`src/rtl/lsq_mem_sequencer.sv`:
```
// lsq_mem_sequencer: sequencer between the load/store queue head and the single data-memory port.
// It pops one ready LSQ entry and forms the effective address, byte masks and lane-shifted store
// data. It then runs one dmem transaction and broadcasts the load result (or store completion)
// on the CDB. Only one memory operation is in flight at a time, and a flush during a transaction
// lets the transaction drain without a broadcast.
//
// Optional feature: define LSQ_MISALIGN_TRAP_EN to add output cdb_exception. Misaligned
// half/word accesses then skip memory and broadcast the faulting address with cdb_exception=1.
//
// Ports:
//   clk, rst                 clock, asynchronous active-low reset
//   flush                    synchronous pipeline flush
//   lsq_empty                LSQ has no entry
//   lsq_read_enable          pop request to the LSQ
//   lsq_read_resp, lsq_data  popped entry, valid one cycle after the pop
//   rs1_rdata, rs2_rdata     base address / store data for the entry
//   dmem_addr/rmask/wmask/wdata/rdata/resp   data memory port
//   cdb_valid/phys_rd/rob_index/rdata        common data bus broadcast
//   cdb_exception            misalignment trap flag (LSQ_MISALIGN_TRAP_EN only)
//   busy                     sequencer not idle

package lsq_mem_pkg;
  // Field widths match the default NUM_REGS=64 / ROB_SIZE=32 configuration.
  localparam int unsigned LsqPhysW = 6;
  localparam int unsigned LsqRobW  = 5;

  typedef struct packed {
    logic                is_store;
    logic [2:0]          funct3;
    logic [11:0]         imm;
    logic [LsqPhysW-1:0] phys_rd;
    logic [LsqRobW-1:0]  rob_index;
  } ld_st_queue_t;
endpackage

module lsq_mem_sequencer #(
  parameter int unsigned NUM_REGS = 64,
  parameter int unsigned ROB_SIZE = 32
) (
  input  logic                          clk,
  input  logic                          rst,
  input  logic                          flush,
  input  logic                          lsq_empty,
  output logic                          lsq_read_enable,
  input  logic                          lsq_read_resp,
  input  lsq_mem_pkg::ld_st_queue_t     lsq_data,
  input  logic [31:0]                   rs1_rdata,
  input  logic [31:0]                   rs2_rdata,
  output logic [31:0]                   dmem_addr,
  output logic [3:0]                    dmem_rmask,
  output logic [3:0]                    dmem_wmask,
  output logic [31:0]                   dmem_wdata,
  input  logic [31:0]                   dmem_rdata,
  input  logic                          dmem_resp,
  output logic                          cdb_valid,
  output logic [$clog2(NUM_REGS)-1:0]   cdb_phys_rd,
  output logic [$clog2(ROB_SIZE)-1:0]   cdb_rob_index,
  output logic [31:0]                   cdb_rdata,
`ifdef LSQ_MISALIGN_TRAP_EN
  output logic                          cdb_exception,
`endif
  output logic                          busy
);

  localparam int unsigned PhysW = $clog2(NUM_REGS);
  localparam int unsigned RobW  = $clog2(ROB_SIZE);

  typedef enum logic [2:0] {
    StIdle,
    StIssue,
    StWait,
    StDrain,
    StBcast
  } state_e;

  state_e                    state_q, state_d;
  lsq_mem_pkg::ld_st_queue_t entry_q, entry_d;
  logic [31:0]               rs1_q, rs1_d;
  logic [31:0]               rs2_q, rs2_d;
  logic [31:0]               addr_q, addr_d;
  logic [3:0]                rmask_q, rmask_d;
  logic [3:0]                wmask_q, wmask_d;
  logic [31:0]               wdata_q, wdata_d;
  logic [1:0]                off_q, off_d;
  logic [31:0]               rdata_q, rdata_d;
`ifdef LSQ_MISALIGN_TRAP_EN
  logic                      exc_q, exc_d;
  logic                      misaligned;
`endif

  logic [31:0] eff_addr;
  logic [1:0]  off;
  logic [3:0]  acc_mask;
  logic [31:0] store_data;
  logic [31:0] lane;
  logic [31:0] load_val;

  // Address generation and lane placement, evaluated while in StIssue.
  assign eff_addr   = rs1_q + {{20{entry_q.imm[11]}}, entry_q.imm};
  assign off        = eff_addr[1:0];
  assign store_data = rs2_q << {off, 3'b000};

  // Shifted masks are 4 bits wide, so a misaligned half/word simply loses its upper lanes.
  always_comb begin
    case (entry_q.funct3[1:0])
      2'b00:   acc_mask = 4'b0001 << off;
      2'b01:   acc_mask = 4'b0011 << off;
      default: acc_mask = 4'b1111;
    endcase
  end

`ifdef LSQ_MISALIGN_TRAP_EN
  assign misaligned = ((entry_q.funct3[1:0] == 2'b01) && off[0]) ||
                      (entry_q.funct3[1] && (off != 2'b00));
`endif

  // Load extraction uses the byte offset captured at issue time.
  assign lane = dmem_rdata >> {off_q, 3'b000};

  always_comb begin
    case (entry_q.funct3)
      3'b000:  load_val = {{24{lane[7]}}, lane[7:0]};
      3'b001:  load_val = {{16{lane[15]}}, lane[15:0]};
      3'b100:  load_val = {24'h0, lane[7:0]};
      3'b101:  load_val = {16'h0, lane[15:0]};
      default: load_val = lane;
    endcase
  end

  always_comb begin
    state_d = state_q;
    entry_d = entry_q;
    rs1_d   = rs1_q;
    rs2_d   = rs2_q;
    addr_d  = addr_q;
    rmask_d = rmask_q;
    wmask_d = wmask_q;
    wdata_d = wdata_q;
    off_d   = off_q;
    rdata_d = rdata_q;
`ifdef LSQ_MISALIGN_TRAP_EN
    exc_d   = exc_q;
`endif

    case (state_q)
      StIdle: begin
        // A flush coinciding with the LSQ response discards the entry.
        if (lsq_read_resp && !flush) begin
          entry_d = lsq_data;
          rs1_d   = rs1_rdata;
          rs2_d   = rs2_rdata;
          state_d = StIssue;
        end
      end

      StIssue: begin
        if (flush) begin
          state_d = StIdle;
        end else begin
          off_d  = off;
          addr_d = {eff_addr[31:2], 2'b00};
`ifdef LSQ_MISALIGN_TRAP_EN
          exc_d  = 1'b0;
          if (misaligned) begin
            // Report the faulting address instead of touching memory.
            exc_d   = 1'b1;
            rdata_d = eff_addr;
            state_d = StBcast;
          end else
`endif
          begin
            rmask_d = entry_q.is_store ? 4'b0000 : acc_mask;
            wmask_d = entry_q.is_store ? acc_mask : 4'b0000;
            wdata_d = entry_q.is_store ? store_data : 32'h0;
            state_d = StWait;
          end
        end
      end

      StWait: begin
        if (dmem_resp) begin
          rmask_d = 4'b0000;
          wmask_d = 4'b0000;
          rdata_d = entry_q.is_store ? 32'h0 : load_val;
          state_d = flush ? StIdle : StBcast;
        end else if (flush) begin
          state_d = StDrain;
        end
      end

      // The memory transaction cannot be cancelled; hold the request until it completes.
      StDrain: begin
        if (dmem_resp) begin
          rmask_d = 4'b0000;
          wmask_d = 4'b0000;
          state_d = StIdle;
        end
      end

      StBcast: begin
        state_d = StIdle;
      end

      default: begin
        state_d = StIdle;
      end
    endcase
  end

  always_ff @(posedge clk or negedge rst) begin
    if (!rst) begin
      state_q <= StIdle;
      entry_q <= '0;
      rs1_q   <= '0;
      rs2_q   <= '0;
      addr_q  <= '0;
      rmask_q <= '0;
      wmask_q <= '0;
      wdata_q <= '0;
      off_q   <= '0;
      rdata_q <= '0;
`ifdef LSQ_MISALIGN_TRAP_EN
      exc_q   <= 1'b0;
`endif
    end else begin
      state_q <= state_d;
      entry_q <= entry_d;
      rs1_q   <= rs1_d;
      rs2_q   <= rs2_d;
      addr_q  <= addr_d;
      rmask_q <= rmask_d;
      wmask_q <= wmask_d;
      wdata_q <= wdata_d;
      off_q   <= off_d;
      rdata_q <= rdata_d;
`ifdef LSQ_MISALIGN_TRAP_EN
      exc_q   <= exc_d;
`endif
    end
  end

  // A response in hand means the entry for this cycle is already popped, so do not request
  // another. The reset term keeps the pop request low while reset is asserted.
  assign lsq_read_enable = rst && (state_q == StIdle) && !lsq_empty && !lsq_read_resp;

  assign busy          = (state_q != StIdle);
  assign cdb_valid     = (state_q == StBcast) && !flush;
  assign cdb_phys_rd   = PhysW'(entry_q.phys_rd);
  assign cdb_rob_index = RobW'(entry_q.rob_index);
  assign cdb_rdata     = rdata_q;
  assign dmem_addr     = addr_q;
  assign dmem_rmask    = rmask_q;
  assign dmem_wmask    = wmask_q;
  assign dmem_wdata    = wdata_q;
`ifdef LSQ_MISALIGN_TRAP_EN
  assign cdb_exception = exc_q && cdb_valid;
`endif

endmodule

```
`config.mk`:
```
export PLATFORM = sky130hd
export DESIGN_NAME = lsq_mem_sequencer
export DESIGN_NICKNAME = d
export VERILOG_FILES = /design/src/rtl/lsq_mem_sequencer.sv
export SDC_FILE = /design/constraint.sdc
export NUM_CORES = 1
export LEC_CHECK = 0
export ABC_AREA = 1
export CORE_MARGIN = 1
export CORE_UTILIZATION = 55
export CTS_BUF_LIST = sky130_fd_sc_hd__clkbuf_16
export DETAILED_ROUTE_END_ITERATION = 10
export HOLD_SLACK_MARGIN = 0.15
export PLACE_DENSITY_LB_ADDON = 0.08
export SLEW_MARGIN = 40
export SYNTH_ARGS = -nofsm -noshare
export SYNTH_HDL_FRONTEND = slang
export SYNTH_SLANG_ARGS = --single-unit
```
`constraint.sdc`:
```
create_clock -name clk -period 5.6 [get_ports clk]
set_input_delay 1.12 -clock clk [delete_from_list [all_inputs] [get_ports clk]]
set_output_delay 1.12 -clock clk [all_outputs]
set_load 0.1 [all_outputs]
```
==> reports/results.tsv <==
metric	value	unit
status	completed	
antenna-violating nets left	0	
total gr overflow	0	
Startpoint Class	input port	
starting density of the core	0.563	
final wirelength	28500	um
asr flop ratio synth	1.00	
CTS tree	yes	
crit share post-route	0.600	
TritonCTS Sinks	198	
die footprint	0.0206	sq mm
Synth Instances	1306	
I/O Pins	247	
slew margin rel.	0.482	
Unique masters post-synth	42	
Post-synth EDFFs	0	
cell area after layout	0.0135	sq mm
Worst Setup SP	rst	
Pre-antenna DRT Iters	5	
Crit Path Category	input port to output port	
Avg Inst Size Synth	8.42	sq um
clk slew on worst S/H paths	0.08	ns
H-tree Lvls	4	
share of layout cells above drive strength 1	0.121	
Worst R2R Setup Slack	2.63	ns
row cnt	51	
Die Span Y	143	um
Final HPWL DP	20400	um
clock latency at the later pin of the worst-skew pair	0.44	ns
Crit Path Max Fanout	58	
fin worst setup slack	2.24	ns
Worst Path Arrival	2.24	ns
Cell Area, Placed	0.0129	sq mm
routability cong.	0.923	
clk buf depth	2	
fin. max-slew vios	0	
drt wl/cell	15.9	um
worst min path class	flip-flop to flip-flop	
root buf cell	clkbuf_16	
Reg2Reg Capture Point	dmem_wdata[24]	
Fillers	1659	
initial antenna violation count	0	
Max Clk Rate	0.298	GHz
Final min period	3.36	ns
final core utilization	0.691	
post-synthesis cell area	0.0110	sq mm
via count of the first global-routing pass	9112	
Seq/Total Area, Yosys	0.451	
Core Area	0.0195	sq mm
Seq cells post-synth	198	
Ys Warns	0	
total track usage	0.284	
total number of vias	9583	
max_cap viols	0	
floorplan die width	143	um
most common cell after layout, fill and taps aside	nand2_1	
DRC	0	
Worst Setup EP	lsq_read_enable	
Final Net Count	1674	
r2r worst-path depth	7	
post_cts resized	0	
DRT iter0 DRCs	761	
hold-fix buffers at CTS	0	
first-pass GRT wire length	45100	um
RSZ-0062 raised after global routing	no	
largest net degree at the start of global routing	91	
ys flop type	dfrtp_1	
worst slack, placed	2.11	ns
Via density	5.35	
Worst-Margin Slew	0.775	ns
port bufs	244	
Fin Setup TNS	0	ns
commonest non-fill, non-tap cells in the layout	431 x nand2_1, 196 x dfrtp_1, 127 x clkdlybuf4s50_1	
endpoints failing setup	0	
Worst EP required	4.48	ns
worst clock skew	0.0138	ns
Fin. Hold Viols	0	
area grow syn2layout	22.7	%
R2R Path Start	entry_q[11]	
Post-CTS Setup Inserts	0	
TritonCTS Buffers	17	
ant diodes	0	
CP Capture Type	output port	
critical path, stage by stage:
cell,delay [ns]
clkbuf_8,0.41
nand2_1,0.10
nor3_1,0.14
buf_2,0.45
Yosys cell counts, types with 11 or more instances:
cell type,instances,share of area
buf_4,19,0.013
buf_2,13,0.0059
a32o_1,23,0.021
buf_6,11,0.011
mux2i_1,15,0.014
a21oi_1,46,0.021
ha_1,31,0.035
inv_1,126,0.043
xnor2_1,14,0.011
dfrtp_1,198,0.45
o21ai_2,12,0.0096
nand2_1,431,0.15
nand3_1,95,0.043
o21ai_0,53,0.024
clkbuf_1,18,0.0061
nor2_1,61,0.021
mux2_1,82,0.084
kinds of logic after synthesis:
group,Yosys count,share of synthesized area
AOI/OAI and AO/OA,151,0.0875
xor gates and xnor gates,15,0.0120
adders and majority gates,32,0.0371
buffers and inverters,195,0.0821
DFF,198,0.451
muxes,97,0.0977
other,1,0.000341
and+or+nand+nor,617,0.232
per-stage QoR:
step	hold slack [ns]	cells
6_report	0.478	1791
4_1_cts	0.482	1791
5_1_grt	0.496	1791
3_3_place_gp	0.462	1759
3_5_place_dp	0.461	1759
2_1_floorplan	0.465	1307
layout make-up:
cell class	count	area (sq um)	area share
Multi-Input combinational cell	914	5150	0.382
Sequential cell	198	4960	0.368
Timing Repair Buffer	249	1910	0.142
Inverter	133	499	0.0370
Clock buffer	17	425	0.0315
Tap cell	265	332	0.0246
Clock inverter	15	208	0.0154
state kept, by name, summed over array words and instances (netlist names):
name,count
rs1_q,32
dmem_rmask,4
rs2_q,32
state_q,3
cdb_rob_index,5
off_q,2
dmem_wdata,32
dmem_addr,30
cdb_rdata,32
entry_q,16
dmem_wmask,4
cdb_phys_rd,6
metal layers:
metal | vias to the layer above | track usage | part of all wire
met4 | 0 | 0.0733 | 0.015
met3 | 38 | 0.0610 | 0.068
li1 | 4652 | - | -
met5 | - | 0 | 0
met2 | 347 | 0.466 | 0.48
met1 | 4546 | 0.382 | 0.44
worst min-delay path by stage:
stage | start | to | slack (ns) | depth (start not counted)
after floorplan | rs2_q[27] | rs2_q[27] | 0.46 | 1
after global placement | cdb_rdata[21] | cdb_rdata[21] | 0.46 | 2
after detailed placement | cdb_rdata[27] | cdb_rdata[27] | 0.46 | 2
after CTS | cdb_rdata[29] | cdb_rdata[29] | 0.48 | 2
after global routing | cdb_rdata[19] | cdb_rdata[19] | 0.50 | 2
final | cdb_rdata[27] | cdb_rdata[27] | 0.48 | 2
Power is left out: the tool's default activity adds up to more than one toggle a clock period on the data nets, which glitch-free logic cannot reach.
